===== config.mk =====
export PLATFORM = sky130hd
export DESIGN_NAME = hazard_stall_controller
export DESIGN_NICKNAME = d
export VERILOG_FILES = /design/src/rtl/hazard_stall_controller.sv
export SDC_FILE = /design/constraint.sdc
export NUM_CORES = 1
export LEC_CHECK = 0
export CAP_MARGIN = 20
export CORE_ASPECT_RATIO = 1.75
export CORE_MARGIN = 1
export CORE_UTILIZATION = 37
export DETAILED_ROUTE_END_ITERATION = 10
export MAX_ROUTING_LAYER = met4
export PLACE_DENSITY = 0.79
export RECOVER_POWER = 50
export SLEW_MARGIN = 25
export SYNTH_ARGS = -nofsm -noshare
export SYNTH_HDL_FRONTEND = slang
export SYNTH_SLANG_ARGS = --single-unit

===== constraint.sdc =====
create_clock -name Clock -period 1.91 [get_ports Clock]
set_input_delay 0.2865 -clock Clock [delete_from_list [all_inputs] [get_ports Clock]]
set_output_delay 0.2865 -clock Clock [all_outputs]
set_load 0.03 [all_outputs]

===== src/rtl/hazard_stall_controller.sv =====
// Pipeline hazard/stall controller for the 5-stage MIPS core: forwarding selects,
// load-use and branch handling, multi-cycle multiply sequencing and a stall counter.
module hazard_stall_controller #(
    parameter int unsigned MUL_LATENCY = 4,
    parameter int unsigned REG_AW      = 5,
    parameter int unsigned CNT_W       = 16
) (
    input  logic              Clock,
    input  logic              Reset,
    input  logic [REG_AW-1:0] ID_Rs,
    input  logic [REG_AW-1:0] ID_Rt,
    input  logic              ID_UsesRs,
    input  logic              ID_UsesRt,
    input  logic [REG_AW-1:0] EX_Rs,
    input  logic [REG_AW-1:0] EX_Rt,
    input  logic [REG_AW-1:0] EX_Rd,
    input  logic              EX_RegWrite,
    input  logic              EX_MemRead,
    input  logic              EX_MulStart,
    input  logic              EX_BranchTaken,
    input  logic [REG_AW-1:0] MEM_Rd,
    input  logic              MEM_RegWrite,
    input  logic [REG_AW-1:0] WB_Rd,
    input  logic              WB_RegWrite,
    output logic              PCWrite,
    output logic              IFIDWrite,
    output logic              IFIDFlush,
    output logic              IDEXBubble,
    output logic              EXHold,
    output logic              Stall,
    output logic [1:0]        ALUSrcA,
    output logic [1:0]        ALUSrcB,
    output logic              MulBusy,
    output logic              MulDone,
    output logic [CNT_W-1:0]  StallCount
);

    localparam int unsigned MCW = 4;
    localparam logic [1:0] SelRegFile = 2'b00;
    localparam logic [1:0] SelMem     = 2'b01;
    localparam logic [1:0] SelWb      = 2'b10;
    localparam logic [MCW-1:0] MulLoad = MCW'(MUL_LATENCY - 2);

    typedef enum logic [1:0] {
        RUN      = 2'd0,
        MUL_WAIT = 2'd1,
        MUL_LAST = 2'd2
    } state_t;

    state_t         state_q, state_d;
    logic [MCW-1:0] mul_cnt_q, mul_cnt_d;
    logic           load_use;
    logic           mem_fwd_ok, wb_fwd_ok;

    // EX_RegWrite is carried for completeness; the load flag alone marks a load destination.
    logic unused_ex_regwrite;
    assign unused_ex_regwrite = EX_RegWrite;

    assign mem_fwd_ok = MEM_RegWrite && (MEM_Rd != '0);
    assign wb_fwd_ok  = WB_RegWrite && (WB_Rd != '0);

    always_comb begin
        ALUSrcA = SelRegFile;
        if (mem_fwd_ok && (MEM_Rd == EX_Rs)) begin
            ALUSrcA = SelMem;
        end else if (wb_fwd_ok && (WB_Rd == EX_Rs)) begin
            ALUSrcA = SelWb;
        end
    end

    always_comb begin
        ALUSrcB = SelRegFile;
        if (mem_fwd_ok && (MEM_Rd == EX_Rt)) begin
            ALUSrcB = SelMem;
        end else if (wb_fwd_ok && (WB_Rd == EX_Rt)) begin
            ALUSrcB = SelWb;
        end
    end

    assign load_use = EX_MemRead && (EX_Rd != '0) &&
                      ((ID_UsesRs && (ID_Rs == EX_Rd)) || (ID_UsesRt && (ID_Rt == EX_Rd)));

    always_ff @(posedge Clock or posedge Reset) begin
        if (Reset) begin
            state_q   <= RUN;
            mul_cnt_q <= '0;
        end else begin
            state_q   <= state_d;
            mul_cnt_q <= mul_cnt_d;
        end
    end

    // Controls are forced to their idle RUN values while reset is held.
    always_comb begin
        state_d    = state_q;
        mul_cnt_d  = mul_cnt_q;
        IFIDFlush  = 1'b0;
        IDEXBubble = 1'b0;
        EXHold     = 1'b0;
        Stall      = 1'b0;
        MulBusy    = 1'b0;
        MulDone    = 1'b0;
        if (!Reset) begin
            case (state_q)
                RUN: begin
                    if (EX_BranchTaken) begin
                        IFIDFlush  = 1'b1;
                        IDEXBubble = 1'b1;
                    end else if (EX_MulStart) begin
                        Stall     = 1'b1;
                        EXHold    = 1'b1;
                        mul_cnt_d = MulLoad;
                        state_d   = (MUL_LATENCY > 2) ? MUL_WAIT : MUL_LAST;
                    end else if (load_use) begin
                        Stall      = 1'b1;
                        IDEXBubble = 1'b1;
                    end
                end
                MUL_WAIT: begin
                    Stall     = 1'b1;
                    EXHold    = 1'b1;
                    MulBusy   = 1'b1;
                    mul_cnt_d = mul_cnt_q - MCW'(1);
                    if (mul_cnt_q == MCW'(1)) begin
                        state_d = MUL_LAST;
                    end
                end
                MUL_LAST: begin
                    MulDone = 1'b1;
                    state_d = RUN;
                    if (EX_BranchTaken) begin
                        IFIDFlush  = 1'b1;
                        IDEXBubble = 1'b1;
                    end else if (load_use) begin
                        Stall      = 1'b1;
                        IDEXBubble = 1'b1;
                    end
                end
                default: begin
                    state_d   = RUN;
                    mul_cnt_d = '0;
                end
            endcase
        end
    end

    assign PCWrite   = !Stall;
    assign IFIDWrite = !Stall;

    always_ff @(posedge Clock or posedge Reset) begin
        if (Reset) begin
            StallCount <= '0;
        end else if (Stall && (StallCount != {CNT_W{1'b1}})) begin
            StallCount <= StallCount + {{(CNT_W-1){1'b0}}, 1'b1};
        end
    end

endmodule


==> results.py <==
metrics = {
    "logic_synthesis": {
        "syn_nets": 212,
        "yosysTopAreaCell": "dfrtp_1",
        "syn_area_um2": 1550,
        "synthArstFlopShare_pct": 100.0,
        "syn_area_per_cell_um2": 9.453,
        "synth_top_area_share_pct": 35.51,
        "synth_edf_count": 0,
        "synth_most_common_cell": "xor2_1",
        "ys_top_cells_by_area": "dfrtp_1 36%, xor2_1 13%, xnor2_1 11%",
        "ys.flop_type": "dfrtp_1",
        "synthTopCellsByCount": "23 x xor2_1, 22 x dfrtp_1, 20 x xnor2_1",
        "ys_seq_area_share_pct": 35.51,
        "yosysWarnings": 0,
        "ys_types": 38,
        "postSynthCellCount": 164,
        "ys_seq_elements": 22,
    },
    "clock_network": {
        "htreeDepth": 1,
        "cts_tree": "built",
        "clkTransAtPathRegs_ns": 0.08,
        "insertion_delay_ns": 0.26,
        "cts_buffer_depth": 2,
        "cts.sinks": 22,
        "holdBufCountCts": 0,
        "numCtsBuffers": 3,
        "cts_root_buffer": "clkbuf_8",
    },
    "worst_setup_path": {
        "end_kind": "flop",
        "arrival_ns": 2.10,
        "cp.required_ns": 2.07,
        "r2r_start": "StallCount[1]",
        "rr_worst_depth": 9,
        "rrSetupSlack_ns": -0.04,
        "r2r_end": "StallCount[3]",
        "crit_type": "reg2reg",
        "crit_start": "StallCount[1]",
        "crit_fanout": 3,
        "critPathLaunchType": "flop",
    },
    "global_route": {
        "grt_pass1_vias": 1983,
        "grt_pass1_wl_um": 9108,
        "antenna_found_initial": 0,
        "gr-total-overflow": 0,
        "grt_use_total_pct": 28.22,
        "grt_max_degree": 21,
    },
    "timing": {
        "finClkSkew_ns": 0.001936,
        "fmax_ghz": 0.5136,
        "relSlewSlack_pct": 72.33,
        "layout_setup_ws_ns": -0.03686,
        "whs_ns": 0.2433,
        "tightest_slew_ns": 0.4136,
        "min_period_ns": 1.947,
        "hold_violations": 0,
        "finalCritPeriodShare_pct": 101.9,
        "drv_slew": 0,
        "setup_violations": 9,
        "grt_setup_unrepaired": "true",
    },
    "final_layout": {
        "fillCellCount": 270,
        "ff_latch_area_um2": 553.0,
        "multi_input_area_um2": 1176,
        "diodes": 0,
        "fin_nets": 343,
        "final_layout_size_suffix_gt1_share_pct": 44.56,
        "fin_cells": 342,
        "final_util_pct": 77.37,
        "area_growth_syn_to_layout_pct": 96.69,
    },
    "pwr": {
        "p_int_mw": 1.462,
        "swShare_pct": 39.93,
        "clkPwrFrac_pct": 14.0,
        "peakVddDrop_mv": 0.9848,
        "pwr-share-seq_pct": 28.1,
        "combPwrFrac_pct": 58.0,
        "p_leak_nw": 1.408,
        "p_switching_mw": 0.9718,
        "powerDensity_nw_per_um2": 798.2,
    },
    "drt": {
        "route.detailed.drc": 0,
        "dr.pass1.iters": 4,
        "ant_nets": 0,
        "wl_per_cell_um": 17.51,
        "routed-via-count": 1833,
        "wl_um": 5987,
        "via_per_inst": 5.360,
        "drt_iter0_drc": 37,
    },
    "outcome": {
        "violations": "setup timing",
        "status": "finished, violations left",
    },
    "floorplanning": {
        "rows": 30,
        "die_h_um": 87.63,
        "ios": 73,
        "dieWidth_um": 50.93,
        "initial_core_util_pct": 39.33,
        "dieArea_um2": 4463,
        "core-area_um2": 3941,
    },
    "place": {
        "routabilityCongestion": 0.8635,
        "dp_cells": 326,
        "port_buffers": 71,
        "hpwl_um": 4053,
    },
    "hold_path": {
        "hold_class": "in2async",
    },
    "job": {
        "drv_cap": 0,
    },
}
[layer usage]
| layer | vias up | share of wire, % | global-route usage [%] |
|---|---|---|---|
| li1 | 850 | - | - |
| met1 | 898 | 33 | 24.89 |
| met2 | 77 | 59 | 57.89 |
| met3 | 8 | 6.7 | 4.340 |
| met4 | 0 | 1.2 | 8.081 |
| met5 | - | 0 | - |
[registers in the layout, summed over array words and instances (netlist names)]
name        cells
state_q         2
mul_cnt_q       4
StallCount     16
[logic make-up (layout without fill, tap and decap cells)]
logic type / after synthesis / count (layout) / share of synthesized area [%]
buffers and inverters: 12 / 142 / 3.632
and+or+nand+nor: 60 / 60 / 22.03
DFF: 22 / 22 / 35.51
xor gates and xnor gates: 43 / 43 / 24.29
AOI/OAI and AO/OA: 21 / 21 / 10.01
muxes: 3 / 3 / 2.098
adders and majority gates: 3 / 3 / 2.422
[power by group through the flow]
stage,combinational [mW],sequential [mW],clock [mW]
after detailed placement,1.22,0.683,0
after global routing,1.48,0.697,0.354
final,1.41,0.683,0.341
after global placement,1.19,0.676,0
after floorplan,0.484,0.835,0
after CTS,1.35,0.678,0.337
[area by class of cell]
cell class              count  share of cell area (%)
multi-input cells         130                   38.57
repair buffers            130                   38.33
flip-flops and latches     22                   18.14
well taps                  48                   1.970
clock buffers               4                   1.806
inverters                   8                   1.190
[how the worst max path moves through the flow]
stage,endpoint,slack [ns]
3_3_place_gp,Stall,-0.67
5_1_grt,IDEXBubble,-0.12
4_1_cts,ALUSrcB[1],-0.12
3_5_place_dp,Stall,-0.70
6_report,StallCount[3],-0.04
2_1_floorplan,StallCount[3],0.004
[cells in the final DEF, fill, tap and decap left out, types with 6 or more instances in the layout]
cell type / n
buf_4: 48
xnor2_1: 16
and3_1: 8
dlygate4sd2_1: 10
clkdlybuf4s50_1: 22
inv_1: 6
nand4_1: 8
buf_2: 6
buf_6: 28
nor2_1: 7
xor2_1: 23
dfrtp_1: 20
clkdlybuf4s15_1: 6
[worst max-delay path, cell delays in order, from the launching register on]
cell and delay (ns):
dfrtp_2 0.44, ha_4 0.17, nand2_2 0.05, and4bb_2 0.26
a21o_1 0.21, o21ai_4 0.20, buf_6 0.14, buf_6 0.08
nand4_1 0.13, xnor2_1 0.16
[stage by stage]
| stage | setup slack [ns] | instance area (µm²) | total power, mW | setup TNS (ns) |
|---|---|---|---|---|
| finish | -0.03686 | 3049 | 2.434 | -0.1969 |
| global route | -0.1246 | 3049 | 2.534 | -0.7240 |
| CTS | -0.1193 | 3024 | 2.370 | -0.3230 |
| detailed placement | -0.6988 | 2719 | 1.906 | -13.09 |
| global placement | -0.6709 | 2719 | 1.868 | -11.84 |
| floorplan | 0.003997 | 1630 | 1.320 | 0 |
[what timing repair did]
action                                 CTS  global route
pin swaps                               46            23
resized for setup                      140            38
setup endpoints to repair               27            22
cloned                                   1             0
endpoints found under the hold margin    0             0
setup buffers                           14             1
No activity file was read; power rests on OpenSTA's default activity.
==> edit (config.mk and constraints unchanged) <==
Change the parameter `REG_AW` from 5 to 6.
--- a/src/rtl/hazard_stall_controller.sv
+++ b/src/rtl/hazard_stall_controller.sv
@@ -4,3 +4,3 @@
     parameter int unsigned MUL_LATENCY = 4,
-    parameter int unsigned REG_AW      = 5,
+    parameter int unsigned REG_AW      = 6,
     parameter int unsigned CNT_W       = 16
Interface: changed (7 resized); port bits go from 73 to 80. No check against the original RTL was run, so the function may have changed too.
==> edit against the unedited design <==
- the flow still finishes with violations (setup timing)
- critical path depth is 2 lower
- non-clock buffer count is 11 higher
- via count is 3.8% higher
- sequential cell count stayed put
- global-route usage is 2.8 points lower
- cell area is 2.4% higher
- synthesized area is 4.8% higher
- routed wire length is 3.1% lower
- clock skew is 0.0022 ns higher
- power is 0.16% higher
- setup slack worse by 0.10 ns
- first-iteration DRC count is 16% lower
- highest routed layer unchanged
==> edit: results (changes against the unedited design) <==
[sta]
clock_skew_ns=0.00412  ; +0.00218 ns
fin_hold_ws_ns=0.493  ; +0.249 ns
tightest_slew_ns=1.05  ; +0.641 ns
setup_ws_ns=-0.141  ; -0.104 ns
final-setup-viol-count=7  ; -2

[worst_setup_path]
timing.critical_path.fanout_max=2  ; -1
crit_end=IDEXBubble
critPathMaxStageDelay_ns=0.55  ; +0.11 ns
startpoint=EX_Rd[2]
r2r_cells=7  ; -2
r2r-end=StallCount[1]
arrival_ns=1.76  ; -0.34 ns

[global_routing]
use_met1=0.237  ; -0.0121
grtUsageTotal=0.254  ; -0.0284
grt_pass1_wl_um=8290  ; -8.9%
grtUsageMet2=0.498  ; -0.0813

[routing]
met2_length_um=3320  ; -6.3%
routed-wl-met3_um=343  ; -14%
drt-initial-drc-count=31  ; -16%
totalWireLength_um=5800  ; -3.1%

[synth]
synth_area_leaders=dfrtp_1 (34%), xnor2_1 (15%), xor2_1 (12%), nand3_1 (4.0%), nor2_1 (3.2%)
synth-compound-area-share=0.0932  ; -0.00686
synth-xor-area-share=0.270  ; +0.0267
synth_cell_types=35  ; -7.9%
seq_area_frac_synth=0.339  ; -0.0161
syn_avg_cell_area_sq_um=9.18  ; -2.9%

[placement]
hpwlAfterDp_um=4360  ; +7.6%
dp_slack_ns=-0.872  ; -0.173 ns
portBuffers=78  ; +9.9%
gp_congestion=0.808  ; -6.4%
dp_cells=357  ; +9.5%

[power_and_ir_drop]
peakVddDrop_mv=0.832  ; -15%
leakagePower_uw=0.00145  ; +3.1%
switchingPower_uw=974  ; +0.27%

[status]
violations=setup timing
status=complete, but fails checks

[edit: cell types whose count changed after synthesis, sizes merged, moves of 2 or more]
cell | before | now
o21ai | 4 | 1
nand2 | 6 | 2
xnor2 | 20 | 27
and2 | 3 | 0
nand3 | 6 | 13
nor3 | 3 | 10
nor2 | 9 | 14
and3 | 8 | 6
or4 | 5 | 3
inv | 8 | 12
o31ai | 1 | 3
[edit: what timing repair did]
action / in CTS / in global routing
gates resized for setup: 125 / 25
setup buffers: 5 / 2
pin swaps: 33 / 15
cloned: 0 / 1
setup endpoints to repair: 27 / 20
[edit: final cells by class]
| cell class | count | area (sq um) |
|---|---|---|
| Tap cell | 49 | 61.3 |
| Multi-Input combinational cell | 140 | 1240 |
| Timing Repair Buffer | 141 | 1160 |
| Clock buffer | 4 | 55.1 |
| Sequential cell | 22 | 556 |
| Inverter | 12 | 51.3 |
| Fill cell | 318 | 1070 |
